### config.mk
export PLATFORM = sky130hd
export DESIGN_NAME = f3m_mult_ds
export DESIGN_NICKNAME = d
export VERILOG_FILES = /design/src/rtl/f3m_mult_ds.sv
export SDC_FILE = /design/constraint.sdc
export NUM_CORES = 2
export LEC_CHECK = 0
export ABC_AREA = 1
export CORE_ASPECT_RATIO = 1.75
export CORE_MARGIN = 1.5
export CORE_UTILIZATION = 45
export DETAILED_ROUTE_END_ITERATION = 10
export PLACE_DENSITY = 0.78
export SYNTH_ARGS = -nofsm -noshare
export SYNTH_HDL_FRONTEND = slang
export SYNTH_SLANG_ARGS = --single-unit
### constraint.sdc
create_clock -name clk -period 5.65 [get_ports clk]
set_input_delay 1.695 -clock clk [delete_from_list [all_inputs] [get_ports clk]]
set_output_delay 1.695 -clock clk [all_outputs]
set_load 0.03 [all_outputs]
### src/rtl/f3m_mult_ds.sv
// -----------------------------------------------------------------------------
// f3m_mult_ds
//
// Digit-serial multiplier over GF(3^M), polynomial basis,
// p(x) = x^M + x^K + 2.
//
// Each RUN cycle consumes D trits of the multiplier B and adds D shifted
// copies of A into the accumulator z. The design finishes in N = ceil(M/D)
// iterations. D trades area and combinational depth against latency.
//
// Trit encoding: 00 = 0, 01 = 1, 10 = 2. Trit i of an element sits in
// bits [2i+1:2i]. Canonical inputs always give a canonical C.
//
// Compile-time option:
//   F3M_MULT_ACC_EN : when defined, adds the ACC port and seeds z with ACC,
//                     so C = A*B + ACC mod p. When undefined, C = A*B mod p.
//
// Ports:
//   clk    in   1    rising-edge clock
//   reset  in   1    synchronous active-high reset; highest priority
//   start  in   1    start request, sampled only while idle
//   A      in   2M   multiplicand
//   B      in   2M   multiplier
//   ACC    in   2M   addend (only with F3M_MULT_ACC_EN)
//   C      out  2M   product register; holds its value between operations
//   busy   out  1    high while an operation runs (equivalent to state RUN)
//   done   out  1    one-cycle pulse; C is valid in that cycle
//
// Handshake: an operation is accepted on a rising edge where start = 1 and
// busy = 0. done pulses for exactly one cycle, N clocks after that edge, and
// busy is already low in the done cycle. start may be high in the done cycle,
// which gives one result every N+1 clocks. start seen while busy = 1 is
// ignored, and A/B/ACC are only sampled on the accepting edge.
// -----------------------------------------------------------------------------
module f3m_mult_ds #(
    parameter int M = 97,
    parameter int K = 12,
    parameter int D = 1
) (
    input  logic             clk,
    input  logic             reset,
    input  logic             start,
    input  logic [2*M-1:0]   A,
    input  logic [2*M-1:0]   B,
`ifdef F3M_MULT_ACC_EN
    input  logic [2*M-1:0]   ACC,
`endif
    output logic [2*M-1:0]   C,
    output logic             busy,
    output logic             done
);

    localparam int W  = 2 * M;
    localparam int N  = (M + D - 1) / D;
    localparam int CW = (N > 1) ? $clog2(N) : 1;
    localparam logic [CW-1:0] CNT_LOAD = CW'(N - 1);

    typedef enum logic {
        IDLE = 1'b0,
        RUN  = 1'b1
    } state_t;

    // -------------------------------------------------------------------------
    // GF(3) trit arithmetic
    // -------------------------------------------------------------------------
    function automatic logic [1:0] t_add(input logic [1:0] a, input logic [1:0] b);
        logic [2:0] s;
        s = {1'b0, a} + {1'b0, b};
        if (s >= 3'd3) begin
            s = s - 3'd3;
        end
        return s[1:0];
    endfunction

    // For canonical operands: 1*1 = 2*2 = 1, 1*2 = 2*1 = 2.
    function automatic logic [1:0] t_mul(input logic [1:0] a, input logic [1:0] b);
        logic [1:0] r;
        if (a == 2'd0 || b == 2'd0) begin
            r = 2'd0;
        end else if (a == b) begin
            r = 2'd1;
        end else begin
            r = 2'd2;
        end
        return r;
    endfunction

    // -------------------------------------------------------------------------
    // GF(3^M) element helpers
    // -------------------------------------------------------------------------
    function automatic logic [W-1:0] v_add(input logic [W-1:0] a, input logic [W-1:0] b);
        logic [W-1:0] r;
        r = '0;
        for (int i = 0; i < M; i++) begin
            r[2*i +: 2] = t_add(a[2*i +: 2], b[2*i +: 2]);
        end
        return r;
    endfunction

    function automatic logic [W-1:0] v_scale(input logic [W-1:0] a, input logic [1:0] s);
        logic [W-1:0] r;
        r = '0;
        for (int i = 0; i < M; i++) begin
            r[2*i +: 2] = t_mul(a[2*i +: 2], s);
        end
        return r;
    endfunction

    // Multiply by X and reduce. The trit shifted out of position M-1 folds
    // back through X^M = 2*X^K + 1: it lands unchanged at trit 0 and doubled
    // at trit K. One fold is enough because only one trit overflows per shift.
    function automatic logic [W-1:0] v_mulx(input logic [W-1:0] a);
        logic [W-1:0] r;
        logic [1:0]   top;
        top = a[W-1 -: 2];
        r   = '0;
        for (int i = 1; i < M; i++) begin
            r[2*i +: 2] = a[2*(i-1) +: 2];
        end
        r[1:0]       = top;
        r[2*K +: 2]  = t_add(a[2*(K-1) +: 2], t_mul(2'd2, top));
        return r;
    endfunction

    // -------------------------------------------------------------------------
    // State and datapath registers
    // -------------------------------------------------------------------------
    state_t          state_q, state_d;
    logic [W-1:0]    x_q, x_d;      // A * X^(D*iter) mod p
    logic [W-1:0]    y_q, y_d;      // remaining trits of B, low digit first
    logic [W-1:0]    z_q, z_d;      // running sum
    logic [W-1:0]    c_q, c_d;      // result register
    logic [CW-1:0]   cnt_q, cnt_d;  // iterations left after the current one
    logic            done_q, done_d;

    // One digit step: D chained scale-and-add terms, x advanced by X^D.
    logic [W-1:0]    xs;
    logic [W-1:0]    zs;

    always_comb begin
        xs = x_q;
        zs = z_q;
        for (int j = 0; j < D; j++) begin
            zs = v_add(zs, v_scale(xs, y_q[2*j +: 2]));
            xs = v_mulx(xs);
        end
    end

    // -------------------------------------------------------------------------
    // Next-state logic
    // -------------------------------------------------------------------------
    always_comb begin
        state_d = state_q;
        x_d     = x_q;
        y_d     = y_q;
        z_d     = z_q;
        c_d     = c_q;
        cnt_d   = cnt_q;
        done_d  = 1'b0;

        case (state_q)
            IDLE: begin
                if (start) begin
                    x_d     = A;
                    y_d     = B;
`ifdef F3M_MULT_ACC_EN
                    z_d     = ACC;
`else
                    z_d     = '0;
`endif
                    cnt_d   = CNT_LOAD;
                    state_d = RUN;
                end
            end
            RUN: begin
                x_d = xs;
                // Zero fill keeps the trits past M-1 of the last digit at 0.
                y_d = y_q >> (2 * D);
                z_d = zs;
                if (cnt_q == '0) begin
                    c_d     = zs;
                    done_d  = 1'b1;
                    state_d = IDLE;
                end else begin
                    cnt_d = cnt_q - CW'(1);
                end
            end
            default: begin
                state_d = IDLE;
            end
        endcase
    end

    // -------------------------------------------------------------------------
    // Registers
    // -------------------------------------------------------------------------
    always_ff @(posedge clk) begin
        if (reset) begin
            state_q <= IDLE;
            x_q     <= '0;
            y_q     <= '0;
            z_q     <= '0;
            c_q     <= '0;
            cnt_q   <= '0;
            done_q  <= 1'b0;
        end else begin
            state_q <= state_d;
            x_q     <= x_d;
            y_q     <= y_d;
            z_q     <= z_d;
            c_q     <= c_d;
            cnt_q   <= cnt_d;
            done_q  <= done_d;
        end
    end

    assign C    = c_q;
    assign busy = (state_q == RUN);
    assign done = done_q;

endmodule
======== After elaboration in Yosys (flattened, before gate mapping) ========
Index checks and enable logic that the tools add are counted.
operators by class
  shift operators ......................... 0
  reductions and logical operators ........ 199
  $add $sub $neg .......................... 197
  muxes and demuxes ....................... 307
  eq/ne operators ......................... 100
  divide/modulo/power cells ............... 0
  multipliers ............................. 0
  bitwise operators ....................... 1
  $lt $le $gt $ge ......................... 98
operators with widths
  kind                                                                number
  case mux 194 bit (2 select lines)                                   3
  two-way mux 2 bit                                                   294
  two-way mux 194 bit                                                 3
  adder 2 x 2 -> 3 bit                                                98
  greater-or-equal comparator 3 x 2 -> 1 bit (second input constant)  98
  zero test 2 bit                                                     98
  subtractor 2 bit (second input constant)                            98
  equality test 2 bit                                                 97
  logical OR 1 bit                                                    97
  two-way mux 7 bit                                                   2
  case mux 7 bit (2 select lines)                                     1
  zero test 7 bit                                                     1
  subtractor 7 x 1 -> 7 bit (second input constant)                   1
  inequality test 2 bit (second input constant)                       2
  AND reduction 2 bit                                                 2
  two-way mux 1 bit                                                   3
  equality test 2 bit (first input constant)                          1
  case mux 1 bit (2 select lines)                                     1
  OR reduction 2 bit                                                  1
  NOT 1 bit                                                           1
storage, ports and cells
  ROM bits ................................ 0
  RAM bits ................................ 0
  input bits .............................. 391
  memories kept ........................... 0
  flip-flop bits (word level) ............. 785
  latch bits .............................. 0
  word-level logic and storage cells ...... 909

======== Depth between registers and ports, before layout ========
  depth after elaboration ................. 7
  depth in mapped cells ................... 19
  mapped depth without buffers ............ 16

======== Least setup slack after synthesis ========
No wires, ideal clock.
  path kind ............................... input-to-reg
  start ................................... in start
  end ..................................... reg y_q[109]
  data required time ...................... 5,540 ps
  data arrival time ....................... 2,613 ps
  path slack .............................. 2,927 ps
  stages .................................. 8
  library setup time ...................... 110 ps
  cells stage by stage .................... buf_2 -> nor2_4 -> inv_2 -> buf_2 -> buf_1 -> o221ai_1 -> nand2_1 -> inv_1
on the way
  longest elaborated chain between the ends .. 1
RTL lines
  element                                 RTL line  RTL
  start: declaration                      42        input logic start,
  inequality test 2 bit (no source line)  n/a
  end signal: assignment                  209       y_q <= y_d;
  end: declaration                        130       logic [W-1:0] y_q, y_d;
No other way between the ends.
A chain may end at the register's enable or synchronous reset.

======== Worst setup path in the final report ========
  start ................................... reg y_q[1]
  end ..................................... reg c_q[130] (netlist: C[130])
on the way
  longest elaborated chain between the ends .. 6
  elaborated cells on any way between the ends .. 9
  those cells by class .................... add/sub (2); order compare (1); eq/ne (1); mux (3); reduce/logical (2)
RTL lines
  element                                                                                RTL line  RTL
  equality test 2 bit / zero test 2 bit (equally long branches)                          80, 78
  two-way mux 2 bit / logical OR 1 bit (equally long branches)                           80, 78
  two-way mux 2 bit (*)                                                                  78        if (a == 2'd0 || b == 2'd0) begin
  adder 2 x 2 -> 3 bit (*)                                                               68        s = {1'b0, a} + {1'b0, b};
  greater-or-equal comparator 3 x 2 -> 1 bit / subtractor 2 bit (equally long branches)  69, 70
  two-way mux 2 bit (*)                                                                  69        if (s >= 3'd3) begin
  end signal: assignment                                                                 203       c_q <= '0;
  end signal: assignment                                                                 211       c_q <= c_d;
  end: declaration                                                                       132       logic [W-1:0] c_q, c_d;
Every way passes the cells marked *; elsewhere a longest branch is shown, timed or not.

==> results.cfg <==
[synthesis]
yosysSeqAreaShare_pct = 34.9
synth_top_area_share_pct = 34.9
synthFlopType = dfxtp_1
avgSynthCellArea_sq_um = 6.71
syn-instance-count = 6711
synth_common_cells = nand2_1 (1,457), inv_1 (1,221), dfxtp_1 (785), nor2_1 (765), o21ai_0 (562)
synth_area_sq_um = 45000
synth.most_common_cell = nand2_1
synth_edf_count = 0
synthesis.nets = 7398
async_flop_share_pct = 0
ys_warn_count = 0
synth_seq_cells = 785
synth_area_leaders = dfxtp_1 (35%), nand2_1 (12%), inv_1 (10%)
yosysUniqueCellTypes = 32
synth_top_area_cell = dfxtp_1

[sta]
tns_ps = 0
relSlewSlack_pct = 20.0
slew_violations = 0
skew_ps = 21.6
rsz0062_at_grt = false
max_freq_mhz = 262
hold_viol_final = 0
tightest_slew_ps = 1200
timing.final.crit_share_pct = 67.5
setup_viol = 0
fin_crit_ps = 3820

[worst_setup_path]
path_cells = nor2_4 -> buf_4 -> buf_4 -> a21oi_1 -> inv_1 -> nor2_1 -> ha_1 -> inv_1 -> fa_1 -> inv_1 -> ha_1 -> inv_1 -> nand2_1 -> nor2_1 -> nand2_1 -> o21ai_0 -> nor2_1 -> nor2_1
cp.required_ps = 6210
path_max_fanout = 38
crit_type = flip-flop to flip-flop
startpoint_type = flip-flop
cp.arrival_ps = 4370
end_kind = flip-flop
slowest_stage = buf_4
cpPeakStageDelay_ps = 650

[final_layout]
drive_above_1_share_pct = 2.62
multiInputGateArea_sq_um = 23000
fin_nets = 7725
fillCellCount = 9418
area_growth_pct = 20.1
final_cells = 8426
regArea_sq_um = 15700

[floorplan]
core-area_sq_um = 99200
start_util_pct = 45.4
die_area_sq_um = 102000
die_h_um = 421
ios = 587
rows = 153
die_x_um = 242

[cts]
post_cts_buffers = 0
clk_pin_slew_worst_paths_ps = 60
cts-resized-gates = 0
cts_sinks = 785
cts_buffer_depth = 3
cts_inserted_buffers = 79
htree_levels = 3
root_buffer = clkbuf_16
cts_tree = done
hold_buffers = 0
clk-insertion-delay-late_ps = 690

[placed_design]
place.gp.congestion = 0.887
dp_hpwl_mm = 95.4
dp_cells = 8274
io_buffers = 586

[pwr]
p_int_mw = 10.5
p_per_area_nw_per_um2 = 283
leakagePower_nw = 24.5
switching_share_pct = 31.6
pwr-share-seq_pct = 40.4
switchingPower_mw = 4.84
combPwrFrac_pct = 22.0
p_clk_share_pct = 37.6
ir_drop_mv = 0.243

[status]
outcome = finished clean

[global_routing]
grt_pass1_vias = 42300
grt_first_pass_wirelength_mm = 221
grt_max_degree = 215
grt_overflow = 0
antenna_found_initial = 24
track_usage_pct = 26.9

[detailed_routing]
viasPerCell = 5.25
firstDrtPassIters = 6
drcViolationCount = 0
wl_per_cell_um = 16.7
drt-total-wl_mm = 140
ant_nets = 0
vias = 44200
first_iter_violations = 3411

[run]
max-cap-violations = 0

[hold_path]
hold_class = flip-flop to flip-flop
## worst max-delay path, delay by kind of cell, from the launching register on
family / cells / cell delay [ps]
buf+inv: 6 / 1390
compound gates: 2 / 270
flops: 1 / 500
fa+ha+maj: 3 / 730
simple gates: 7 / 780
## sequential cells by signal, summed over array words and instances (netlist names)
signal  cells
C         194
x_q       194
y_q       194
z_q       194
cnt_q       7
busy        1
done        1
## power by group through the flow
stage | Clock [mW] | Combinational, mW | Sequential, mW
3_5_place_dp | 0 | 3.35 | 6.30
4_1_cts | 5.85 | 3.37 | 6.18
5_1_grt | 6.06 | 3.69 | 6.22
2_1_floorplan | 0 | 1.83 | 6.56
3_3_place_gp | 0 | 3.28 | 6.29
6_report | 5.76 | 3.37 | 6.19
## kinds of logic (layout without fill, tap and decap cells)
logic type               Yosys count  after routing  share of synthesized area, %
flip-flops                       785            785                          34.9
buffers and inverters           1601           1993                          14.1
other                              0              6                             0
AO/OA/AOI/OAI                   1202           1202                          14.9
AND/OR/NAND/NOR                 2712           2712                          24.0
XOR/XNOR                         115            115                          2.24
adder cells (fa/ha/maj)          296            296                          9.86
## layer usage
metal	wire, um	global-route usage, %
met2	68100	46.2
met1	52900	30.5
met4	6920	14.2
met3	12200	6.68
met5	194	0
## per-stage QoR
| step | utilization (%) | total power, mW | hold WS [ps] | instance area, sq um | worst slack, ps |
|---|---|---|---|---|---|
| final | 54.5 | 15.3 | 464 | 54000 | 1830 |
| after global routing | 54.5 | 16.0 | 478 | 54000 | 1630 |
| after CTS | 54.5 | 15.4 | 466 | 54000 | 1910 |
| after detailed placement | 51.7 | 9.65 | 456 | 51200 | 1920 |
| after global placement | 51.7 | 9.57 | 451 | 51200 | 1950 |
| after floorplan | - | 8.40 | 440 | 45000 | 2930 |
## worst paths after layout
path	from	to	slack, ps	cells past startpoint
setup / recovery	y_q[1]$_SDFFE_PP0P_	C[130]$_SDFFE_PP0P_	1830	18
hold / removal	z_q[77]$_SDFFE_PP0P_	z_q[77]$_SDFFE_PP0P_	460	2
setup reg to reg	y_q[1]$_SDFFE_PP0P_	C[130]$_SDFFE_PP0P_	1830	18
hold reg to reg	z_q[77]$_SDFFE_PP0P_	z_q[77]$_SDFFE_PP0P_	460	2
## cell usage in the layout, fill, tap and decap left out, types with 20 or more instances in the layout
master	count
clkinv_2	20
nand2_1	1457
inv_1	1220
o221ai_1	110
clkdlybuf4s50_1	584
fa_1	98
dfxtp_1	782
o21ai_1	55
o21ai_0	562
o211ai_1	85
buf_4	25
xnor2_1	113
nor2_1	764
ha_1	198
nand3_1	481
a21oi_1	364
clkbuf_16	81
## layout make-up
cell class	count	share of cell area, %
multi-input cells	4325	42.5
flip-flops and latches	785	29.1
repair buffers	621	11.6
inverters	1226	8.57
clock buffers	105	4.14
well taps	1317	3.05
clock inverters	41	1.03
diodes	6	0.0278
No activity file was read; power rests on OpenSTA's default activity.
